**src/rtl/uart_tx_fifo_loader_pkg.sv**
```systemverilog
// Shared types and defaults for the UART TX FIFO loader.
// Sequencer state encodings and the default payload width.
package uart_tx_fifo_loader_pkg;

  localparam int UART_DATA_WIDTH = 8;

  typedef enum logic [1:0] {
    IDLE      = 2'b00,
    LAUNCH    = 2'b01,
    WAIT_BUSY = 2'b10,
    WAIT_DONE = 2'b11
  } seq_state_t;

endpackage

```
**src/rtl/uart_sync_fifo_mem.sv**
```systemverilog
// Synchronous FIFO storage, pointers, count and status flags.
// Optional level/almost_full outputs under UART_TX_FIFO_LEVEL_EN.
module uart_sync_fifo_mem #(
  parameter int DATA_WIDTH = 8,
  parameter int DEPTH      = 8,
  parameter int ADDR_WIDTH = 3
) (
  input  logic                  clk,
  input  logic                  rst,
  input  logic                  wr_en,
  input  logic [DATA_WIDTH-1:0] wr_data,
  input  logic                  rd_en,
  output logic [DATA_WIDTH-1:0] rd_data,
  output logic                  full,
  output logic                  empty,
`ifdef UART_TX_FIFO_LEVEL_EN
  output logic [ADDR_WIDTH:0]   level,
  output logic                  almost_full,
`endif
  output logic                  overflow
);

  localparam logic [ADDR_WIDTH:0] FULL_CNT = (ADDR_WIDTH+1)'(DEPTH);
  localparam logic [ADDR_WIDTH:0] AF_CNT   = (ADDR_WIDTH+1)'(DEPTH-1);

  logic [DATA_WIDTH-1:0] mem [DEPTH];
  logic [ADDR_WIDTH:0]   wr_ptr;
  logic [ADDR_WIDTH:0]   rd_ptr;
  logic [ADDR_WIDTH:0]   count;
  logic [ADDR_WIDTH:0]   count_next;
  logic                  do_wr;
  logic                  do_rd;

  assign do_wr   = wr_en && !full;
  assign do_rd   = rd_en && !empty;
  assign rd_data = mem[rd_ptr[ADDR_WIDTH-1:0]];

  // Next occupancy; simultaneous push and pop leave it unchanged
  always_comb begin
    count_next = count;
    unique case ({do_wr, do_rd})
      2'b10:   count_next = count + 1'b1;
      2'b01:   count_next = count - 1'b1;
      default: count_next = count;
    endcase
  end

  // Storage array; contents need no reset
  always_ff @(posedge clk) begin
    if (do_wr) mem[wr_ptr[ADDR_WIDTH-1:0]] <= wr_data;
  end

  // Pointers, count and registered flags
  always_ff @(posedge clk) begin
    if (rst) begin
      wr_ptr   <= '0;
      rd_ptr   <= '0;
      count    <= '0;
      full     <= 1'b0;
      empty    <= 1'b1;
      overflow <= 1'b0;
    end else begin
      if (do_wr) wr_ptr <= wr_ptr + 1'b1;
      if (do_rd) rd_ptr <= rd_ptr + 1'b1;
      count <= count_next;
      full  <= (count_next == FULL_CNT);
      empty <= (count_next == '0);
      if (wr_en && full) overflow <= 1'b1;
    end
  end

`ifdef UART_TX_FIFO_LEVEL_EN
  assign level = count;

  // Registered near-full indication
  always_ff @(posedge clk) begin
    if (rst) almost_full <= 1'b0;
    else     almost_full <= (count_next >= AF_CNT);
  end
`endif

endmodule

```
**src/rtl/uart_tx_fifo_loader.sv**
```systemverilog
// UART TX byte buffer and launch sequencer in front of the TX FSM.
// Optional macro UART_TX_FIFO_LEVEL_EN adds fifo_level/almost_full.
module uart_tx_fifo_loader
  import uart_tx_fifo_loader_pkg::*;
#(
  parameter int DATA_WIDTH = UART_DATA_WIDTH,
  parameter int DEPTH      = 8,
  parameter int ADDR_WIDTH = 3
) (
  input  logic                  clk1,
  input  logic                  rst,
  input  logic                  wr_en,
  input  logic [DATA_WIDTH-1:0] wr_data,
  output logic                  full,
  output logic                  empty,
  output logic                  overflow,
  input  logic                  tx_busy,
  output logic                  data_valid,
`ifdef UART_TX_FIFO_LEVEL_EN
  output logic [ADDR_WIDTH:0]   fifo_level,
  output logic                  almost_full,
`endif
  output logic [DATA_WIDTH-1:0] p_data
);

  seq_state_t            state;
  seq_state_t            next_state;
  logic                  pop;
  logic [DATA_WIDTH-1:0] rd_data;

  uart_sync_fifo_mem #(
    .DATA_WIDTH (DATA_WIDTH),
    .DEPTH      (DEPTH),
    .ADDR_WIDTH (ADDR_WIDTH)
  ) u_fifo (
    .clk         (clk1),
    .rst         (rst),
    .wr_en       (wr_en),
    .wr_data     (wr_data),
    .rd_en       (pop),
    .rd_data     (rd_data),
    .full        (full),
    .empty       (empty),
`ifdef UART_TX_FIFO_LEVEL_EN
    .level       (fifo_level),
    .almost_full (almost_full),
`endif
    .overflow    (overflow)
  );

  // Launch sequencing: pop only with TX idle, then track one busy window
  always_comb begin
    next_state = state;
    pop        = 1'b0;
    unique case (state)
      IDLE: begin
        if (!empty && !tx_busy) begin
          pop        = 1'b1;
          next_state = LAUNCH;
        end
      end
      LAUNCH:    next_state = WAIT_BUSY;
      WAIT_BUSY: if (tx_busy) next_state = WAIT_DONE;
      WAIT_DONE: if (!tx_busy) next_state = IDLE;
      default:   next_state = IDLE;
    endcase
  end

  // State, launch pulse and frame byte registers
  always_ff @(posedge clk1) begin
    if (rst) begin
      state      <= IDLE;
      data_valid <= 1'b0;
      p_data     <= '0;
    end else begin
      state      <= next_state;
      data_valid <= pop;
      if (pop) p_data <= rd_data;
    end
  end

endmodule

```
**config.mk**
```make
export PLATFORM = sky130hd
export DESIGN_NAME = uart_tx_fifo_loader
export DESIGN_NICKNAME = d
export VERILOG_FILES = /design/src/rtl/uart_tx_fifo_loader_pkg.sv /design/src/rtl/uart_sync_fifo_mem.sv /design/src/rtl/uart_tx_fifo_loader.sv
export SDC_FILE = /design/constraint.sdc
export NUM_CORES = 1
export LEC_CHECK = 0
export ABC_AREA = 1
export BUFFER_PORTS_ARGS = -buffer_cell sky130_fd_sc_hd__buf_4
export CAP_MARGIN = 20
export CORE_ASPECT_RATIO = 1.5
export CORE_UTILIZATION = 45
export CTS_CLUSTER_DIAMETER = 30
export DETAILED_ROUTE_END_ITERATION = 8
export GPL_TIMING_DRIVEN = 0
export PLACE_DENSITY = 0.66
export SYNTH_ARGS = -nofsm -noshare
export SYNTH_HDL_FRONTEND = slang
export SYNTH_SLANG_ARGS = --single-unit
```
**constraint.sdc**
```tcl
create_clock -name clk1 -period 2.35 [get_ports clk1]
set_input_delay 0.1175 -clock clk1 [delete_from_list [all_inputs] [get_ports clk1]]
set_output_delay 0.1175 -clock clk1 [all_outputs]
set_load 0.02 [all_outputs]
```
## Word level (Yosys, flattened, before mapping)

Memories as Yosys holds them, arrays and structs flattened. A register that Yosys moved wholly into a read port is not among the register bits.
Index checks and enable logic that the tools add are counted.

- Add/sub/neg operators: 4
- Equality and inequality tests: 9
- Multiplexer cells: 9
- Reduce and logical (&&, ||, !) cells: 10

Operator list:

| operator | number |
|---|---|
| $add A4 B1 Y4 const B | 3 |
| $pmux W2 S4 | 1 |
| $pmux W4 S2 | 1 |
| $eq A2 B2 Y1 const B | 3 |
| $mux W2 | 3 |
| $ne A2 B2 Y1 const B | 3 |
| $eq A2 B1 Y1 const B | 2 |
| $eq A4 B4 Y1 const B | 1 |
| $logic_and A1 B1 Y1 | 4 |
| $logic_not A4 Y1 | 1 |
| $mux W1 | 4 |
| $sub A4 B1 Y4 const B | 1 |
| $logic_not A1 Y1 | 3 |
| $reduce_and A3 Y1 | 1 |
| $logic_not A2 Y1 | 1 |

- Register bits: 18
- Memory bits (writable): 64
- Input port bits: 12
- Output and inout bits: 12
- Memories: 1

Memories:

| name | depth | bits a word | rd ports | clocked after memory_dff | write ports | RTL line | RTL |
|---|---|---|---|---|---|---|---|
| u_fifo.mem | 8 | 8 | 1 | 1 | 1 | uart_sync_fifo_mem.sv:26 | `logic [DATA_WIDTH-1:0] mem [DEPTH];` |

## Depth between registers and ports, before layout

Gate-level depths: netlist of run 1.

- Depth in word-level cells: 8
- Mapped depth: 13
- Gate-level depth less buffers: 13

## By module

From an unflattened synthesis of run 1, not the netlist that was laid out.

- Cells, all modules: 364
- Area, all modules: 3801.1 µm²

Modules (own cells, without submodules):

| module | instances | cells an instance | area an instance (µm²) | sequential area each (µm²) |
|---|---|---|---|---|
| uart_sync_fifo_mem | 1 | 295 | 3296.9 | 2242.2 |
| uart_tx_fifo_loader | 1 | 69 | 504.2 | 220.2 |

## Worst setup path after synthesis of run 1

No wires, ideal clock.

- Path type: reg2reg
- Start: reg state[0]
- End: reg u_fifo.empty
- Setup time: 0.120 ns
- Arrival: 1.672 ns
- Data required time: 2.230 ns
- Setup slack: 0.558 ns
- Stages on the path, launching flop included: 10
- Cell sequence: dfxtp_1 -> inv_1 -> ha_1 -> nand2_1 -> inv_2 -> ha_1 -> o21ai_0 -> nor2_1 -> nand3_1 -> o21bai_2

- Cells in the longest elaborated chain, start to end: 6
- Elaborated cells between the ends (all ways): 7

RTL lines:

| item | RTL line | RTL |
|---|---|---|
| start: declaration | uart_tx_fifo_loader.sv:26 | `seq_state_t state;` |
| start signal: assignment | uart_tx_fifo_loader.sv:76 | `state <= next_state;` |
| $logic_not A2 Y1 (*) | uart_tx_fifo_loader.sv:55 | `unique case (state)` |
| $mux W1 (*) | uart_tx_fifo_loader.sv:55 |  |
| $logic_and A1 B1 Y1 (*) | uart_sync_fifo_mem.sv:35 | `assign do_rd = rd_en && !empty;` |
| $eq A2 B1 Y1 or $eq A2 B2 Y1 (tied branches) | uart_sync_fifo_mem.sv:41 | `unique case ({do_wr, do_rd})` |
| $pmux W4 S2 (*) | uart_sync_fifo_mem.sv:41 |  |
| $logic_not A4 Y1 (*) | uart_sync_fifo_mem.sv:67 | `empty <= (count_next == '0);` |
| end signal: assignment | uart_sync_fifo_mem.sv:67 |  |
| end: declaration | uart_sync_fifo_mem.sv:15 | `output logic empty,` |

Every way passes the cells marked *; elsewhere a longest branch is shown, timed or not.
A chain may end at the register's enable or synchronous reset.

## Worst setup path after layout of run 1

Ends and elaborated chain as after synthesis.

==> results, run 1 <==
- The critical path data arrival time is 2.37 ns.
- After routing the design area is 4136 sq um.
- The critical path startpoint is state[0].
- The detailed router finished its first iteration with between 100 and 150 violations.
- The type of the setup path with the least slack is flip-flop to flip-flop.
- After detailed routing, the number of remaining DRC violations is 0.
- Of the total synthesized cell area, the portion taken by AND, OR, NAND and NOR gates is 11.12%.
- In this run the static leakage power is 1.514 nW.
- The path class of the tightest hold or removal check is primary input to flip-flop.
- The most prevalent standard cell on the critical path is ha_1.
- The area fraction in compound gates after synthesis is about 14%.
- The quantity of hold-fixing buffers added after cts is 0.
- The overall die height is 111.2 um.
- The number of antenna violations at the first check in global routing is 0.
- The count of cell types in the netlist is 30.
- The most used flip-flop cell after synthesis is edfxtp_1.
- The maximum achievable frequency is 467.7 MHz.
- The instance area at placement is about 3900 sq um.
- The per-instance average area after synthesis is 11.58 sq um.
- The startpoint identified for the worst hold timing path is wr_data[7].
- The wire length of the first global-routing pass is ~12000 um.
- The buffer depth of the longest clock path is 2.
- The number of placement rows is 39.
- The synthesized-area fraction occupied by adder cells is 2.798%.
- The area growth from synthesis to final layout is 15.63%.
- The worst endpoint required time is 2.58 ns.
- The number of endpoints with negative hold slack in the final report was 0.
- The die extent in x is 74.80 um.
- The via count of the first global-routing pass came to 2424.
- After routing, the total negative slack on setup checks comes to 0 ns.
- The register area share after synthesis is 67.16%.
- The share of async-settable or async-resettable flops after synthesis is 0%.
- The overall routing resource usage is 20.63%.
- The initial utilization of the core area, before any placement, comes to between 40% and 50%.
- Of all nets on the critical path, the largest fanout is 10.
- The share of layout cells above drive strength 1 is ~17%.
- The worst setup path is captured at a flip-flop.
- The root buffer cell is clkbuf_16.
- On the final layout, the worst clock skew is 0.005688 ns.
- The post-detailed-placement half-perimeter wirelength is 5253 um.
- Walking the worst path, the cells encountered are inv_1 > ha_1 > nand2_1 > inv_2 > ha_1 > o21ai_0 > nor2_1 > nand3_1 > o21bai_2.
- The xor-xnor portion of the synthesized cell area is less than 1%.
- The clock transition time at the flip-flop clock pins of the worst setup and hold paths is 0.06 ns.
- Post-CTS repair changed the size of 0 cells.
- After synthesis, the largest family of logic cells by area is compound AO/OA/AOI/OAI gates.
- The worst-case IR drop observed on VDD is between 0.6 and 0.7 mV.
- Once detail routing completed, the nets flagged for antenna violations numbered 0.
- At the later pin of the worst-skew pair, clock insertion delay measures 0.34 ns.
- On the worst path, the slowest cell contributes a delay of 0.34 ns.
- The overall power of the completed layout is 0.004042 W.
- The launching element type of the critical path is a flip-flop.
- The largest net degree at the start of global routing is 14.
- After synthesis, the share of cell area in mux cells is 0%.
- The most frequent standard cell in the layout excluding fill and tap cells is edfxtp_1.
- For this run the aggregate overflow at the end of global routing stands at 0.
- In the layout the commonest cells are 64 x edfxtp_1, 48 x nor2_1, 32 x o21ai_0, 24 x dfxtp_1, 23 x nand2_1.
- In this run the critical register-to-register path is launched from state[0].
- The detailed-router iteration count before antenna repair is 4.
- The TritonCTS clock tree is yes.
- The number of synthesized flops with an enable pin is 64.
- The total count of max-transition violations in the final report is 0.
- The count of nets after finishing is 362.
- The run finished with clean final reports.
- For this block, the routed nets add up to 7554 um of wire.
- The cell count after synthesis came out at 309.
- In this run the tool buffered the top-level ports with 22 buffer cells.
- The total core area is 7661 sq um.
- The shortest period the worst path allows is about 2.1 ns.
- 0 antenna diodes ended up in the layout.
- Clock tree synthesis inserted a total of 9 buffers.
- The transition time of the tightest slew-check pin is 0.8935 ns.
- After clock tree synthesis, the setup repair step added 0 buffers.
- The total setup violations reported at the end of the flow is 0.
- The normalized max-slew margin is 40.22%.
- The number of register bits inferred by synthesis is 88.
- The final clock period utilization by the worst path is 90.98%.
- The number of maximum-capacitance violations is 0.
- The number of H-tree levels is 3.
- The routed length per instance is 16.82 um.
- The clock sink count is 88.
- Setup repair after global routing left no endpoint under its margin.
- In this run the cell area of the synthesized design comes to ~3600 sq um.
- The detailed router placed roughly 2300 vias in this run.
- The die footprint is 8317 sq um.
- The routability-driven placement congestion ratio is 0.8130.
- Power spread over the standard cell area amounts to a little under 1000 nW/um^2.
- The synthesis warning total is 0.
- The via density per instance is 5.203.
- Pin placement for this block handled 24 I/O pins.
- The total nets after synthesis is about 330.
- The slowest stage of the critical path is the ha_1 cell.
## routing by layer
metal / track usage (%) / share of wire (%) / vias to the layer above
li1: - / - / 1169
met1: 23.10 / 41 / 1108
met2: 35.92 / 54 / 48
met3: 4.364 / 2.9 / 11
met4: 9.811 / 2.4 / 0
met5: 0 / 0 / -
## worst max-delay path, delay by kind of cell (launching register included)
| family | cells | cell delay [ns] |
|---|---|---|
| flops | 1 | 0.31 |
| simple gates | 3 | 0.40 |
| buf+inv | 2 | 0.35 |
| fa+ha+maj | 2 | 0.63 |
| compound gates | 2 | 0.34 |
## cell families after synthesis
logic type,Yosys count
XOR/XNOR,3
buffers and inverters,38
adder cells (fa/ha/maj),8
flip-flops,88
AND/OR/NAND/NOR,89
AO/OA/AOI/OAI,83
## synthesized netlist by cell type, types with 2 or more instances
master | number | area, sq um
edfxtp_1 | 64 | 1922
nor2_1 | 48 | 180.2
o21ai_0 | 32 | 160.2
dfxtp_1 | 24 | 480.5
nand2_1 | 23 | 86.33
inv_1 | 22 | 82.58
a21oi_1 | 17 | 85.08
buf_2 | 9 | 45.04
ha_1 | 8 | 100.1
o211ai_1 | 8 | 60.06
o221ai_1 | 8 | 70.07
o22ai_1 | 8 | 50.05
o21ai_1 | 6 | 30.03
nand2_2 | 5 | 31.28
nand3_1 | 5 | 25.02
clkbuf_1 | 3 | 11.26
inv_2 | 3 | 11.26
a211oi_1 | 2 | 15.01
nand4_1 | 2 | 12.51
nor2_4 | 2 | 22.52
## cell type report
class,instances,area [sq um]
Clock buffer,13,250.2
Multi-Input combinational cell,183,1021
Fill cell,671,3525
Timing Repair Buffer,22,165.2
Inverter,26,97.59
Buffer,12,56.30
Clock inverter,3,16.27
Sequential cell,88,2402
Tap cell,102,127.6
## flip-flops by register name, summed over array words and instances, names as in the netlist, 2 cells and up
signal / flops
u_fifo.mem: 64
p_data: 8
u_fifo.count: 4
u_fifo.rd_ptr: 3
u_fifo.wr_ptr: 3
state: 2
## final timing paths
path	to	slack [ns]	depth (start not counted)
hold / removal	u_fifo.mem[5][7]	0.008	1
hold reg to reg	p_data[1]	0.47	2
setup reg to reg	u_fifo.empty	0.21	9
setup / recovery	u_fifo.empty	0.21	9
## power by group
| group | switching (W) | leakage, nW | internal [W] |
|---|---|---|---|
| clock network | 0.000548 | 0.134 | 0.000742 |
| registers | 0.0000772 | 0.777 | 0.00178 |
| logic | 0.000578 | 0.602 | 0.000318 |
| total | 0.00120 | 1.51 | 0.00284 |
## through the flow
stage | instances | setup WS (ns) | hold WS, ns | utilization [%]
finish | 449 | 0.2120 | 0.008277 | 53.99
global route | 449 | 0.01447 | 0.01235 | 53.99
CTS | 449 | 0.1610 | 0.003425 | 53.99
detailed placement | 433 | 0.1817 | 0.3575 | 50.51
global placement | 433 | 0.1978 | 0.3528 | 50.51
floorplan | 309 | 0.5581 | 0.2164 | -
Note: power is estimated with default switching activity, not from simulation.
==> run 2: changes to the inputs <==
RECOVER_POWER = 50   (was not set)
TNS_END_PERCENT = 50   (was not set)
==> results, run 2 (synthesized netlist as in run 1, its figures left out) <==
- The die extent in x is 74.80 um (unchanged).
- The launching element type of the critical path is a flip-flop.
- The min-delay analysis places its worst path in the category primary input to flip-flop.
- The TritonCTS clock tree is yes.
- The number of antenna violations at the first check in global routing came to 0 (unchanged).
- The DRC violation count after routing is 0 (unchanged).
- The peak fanout along the critical path is 10 (unchanged).
- The number of top-level pins is 24 (unchanged).
- The routed length per instance is 16.85 um (+0.17%).
- The clock transition time at the flip-flop clock pins of the worst setup and hold paths was 0.06 ns (about the same).
- From synthesis to final layout, the design area changed by 13.33%.
- The transition time of the tightest slew-check pin was 0.8978 ns (+0.004340 ns).
- The slack of the worst reg-to-reg path was 0.21 ns (about the same).
- The leakage power of the design was 1.434 nW (-5.3%).
- The final cell utilization of the core is 52.92% (-1.1 points).
- The total wire length after detailed routing is 7567 um (+0.17%).
- The count of nets after finishing is 362 (unchanged).
- The detailed-router iteration count before antenna repair is 4 (unchanged).
- The via density per instance is 5.212 (+0.17%).
- Setup repair after global routing left no endpoint under its margin.
- The final clock period utilization by the worst path is 91.01% (about the same).
- The share of layout cells above drive strength 1 is 10.95% (-6.1 points).
- The shortest period the worst path allows came to 2.139 ns (+0.0007040 ns).
- The post-detailed-placement half-perimeter wirelength came to 5253 um (unchanged).
- The total power density per cell area is 987.6 nW/um^2 (+1.1%).
- CTS placed an instance of clkbuf_16 at the clock tree root.
- The total core area was 7661 sq um (unchanged).
- The post-detailed-route count of antenna-violating nets came to 0 (unchanged).
- The largest net degree at the start of global routing is 14 (unchanged).
- The critical path data arrival time is 2.37 ns (about the same).
- The number of placement rows was 39 (unchanged).
- The sum of negative setup slack is 0 ns (unchanged).
- The maximum vdd drop came to 0.6562 mV (-0.12%).
- The number of endpoints with negative hold slack in the final report came to 0 (unchanged).
- The total count of max-transition violations in the final report came to 0 (unchanged).
- The combined flip-flop and latch cell area was 2402 sq um (unchanged).
- The number of port buffers was 22 (unchanged).
- The antenna diode instance count is 0 (unchanged).
- The starting DRC count in detailed routing is 166 (+12%).
- The die footprint is 8317 sq um (unchanged).
- The number of buffers inserted during clock tree synthesis is 9 (unchanged).
- The maximum clock skew at final layout came to 0.004871 ns (-0.0008169 ns).
- The overall power of the completed layout came to 0.004004 W (-0.94%).
- The number of vias in the routed layout came to 2340 (+0.17%).
- The multi-input combinational cell area is 1013 sq um (-0.74%).
- The overall die height is 111.2 um (unchanged).
- The normalized max-slew margin is 39.93% (-0.29 points).
- The number of post-CTS setup repair buffers is 0 (unchanged).
- The routability-driven placement congestion ratio is 0.8130 (unchanged).
- The type of the setup path with the least slack is flip-flop to flip-flop.
- The number of resized instances in the post-cts repair step is 0 (unchanged).
- The clock sink count was 88 (unchanged).
- The global route total overflow was 0 (unchanged).
- The total setup violations reported at the end of the flow was 0 (unchanged).
- The run finished with clean final reports.
- The quantity of hold-fixing buffers added after cts came to 0 (unchanged).
- The maximum achievable frequency is 467.6 MHz (about the same).
- The buffer depth of the longest clock path came to 2 (unchanged).
- STA classifies the critical path endpoint as a flip-flop.
- The worst hold slack across all endpoints is 0.01638 ns (+0.008103 ns).
- The wire length of the first global-routing pass was 12110 um (unchanged).
- The library cell used most frequently in the layout, excluding fill and tap cells, is edfxtp_1.
- The number of H-tree levels was 3 (unchanged).
- The initial core utilization is 46.69% (unchanged).
- The top cell types in the final layout, fill and taps aside, are 64 x edfxtp_1, 48 x nor2_1, 32 x o21ai_0, 26 x clkbuf_1.
- The number of maximum-capacitance violations is 0 (unchanged).
- The via count of the first global-routing pass is 2424 (unchanged).
- The overall routing resource usage is 20.63% (unchanged).
- The worst-skew pair later-pin latency is 0.34 ns (about the same).
- The flip-flop count of the largest register after layout was 64 (unchanged).
- The total of fill cells in the finished design was 697 (+3.9%).
- The worst endpoint required time came to 2.58 ns (about the same).
## run 2: changes by cell type in the layout (fill, tap and decap cells not counted)
| cell | delta |
|---|---|
| buf_4 | -20 |
| clkbuf_1 | +20 |
| nand2_1 | +1 |
| nand2_4 | -1 |
## run 2: final cells by class
| type | count | area share (%) |
|---|---|---|
| Sequential cell | 88 | 59.26 |
| Multi-Input combinational cell | 183 | 25.00 |
| Clock buffer | 13 | 6.173 |
| Tap cell | 102 | 3.148 |
| Inverter | 26 | 2.407 |
| Timing Repair Buffer | 22 | 2.222 |
| Buffer | 12 | 1.389 |
| Clock inverter | 3 | 0.4012 |
## run 2: metrics by stage
stage | instances | cell area (sq um) | worst slack [ns]
floorplan | 309 | 3577 | 0.5581
global placement | 433 | 3870 | 0.1978
detailed placement | 433 | 3870 | 0.1817
CTS | 449 | 4136 | 0.1610
global route | 449 | 4054 | 0.01449
finish | 449 | 4054 | 0.2113
## run 2: path summary, 6_finish.rpt
kind | from | depth (start not counted) | end
max | state[0] | 9 | u_fifo.empty
max reg2reg | state[0] | 9 | u_fifo.empty
min | wr_en | 3 | u_fifo.overflow
min reg2reg | p_data[1] | 2 | p_data[1]
## run 2: critical path, cell delays in order, from the launching register on
cell      delay, ns
dfxtp_1        0.31
inv_1          0.11
ha_1           0.29
nand2_1        0.18
inv_2          0.25
ha_1           0.34
o21ai_0        0.26
nor2_1         0.08
nand3_1        0.13
o21bai_2       0.08
## run 2: where the power goes
group / switching, W / leakage, nW / total (W) / internal (W)
clock network: 0.000546 / 0.134 / 0.00129 / 0.000742
registers: 0.0000750 / 0.777 / 0.00185 / 0.00178
logic: 0.000578 / 0.523 / 0.000861 / 0.000284
## run 2: routing by layer
metal  wire length, um  GRT usage (%)  up-vias
li1                  -              -     1170
met1              3146          23.10     1120
met2              4031          35.92       39
met3               209          4.364       11
met4               180          9.811        0
met5                 0              0        -
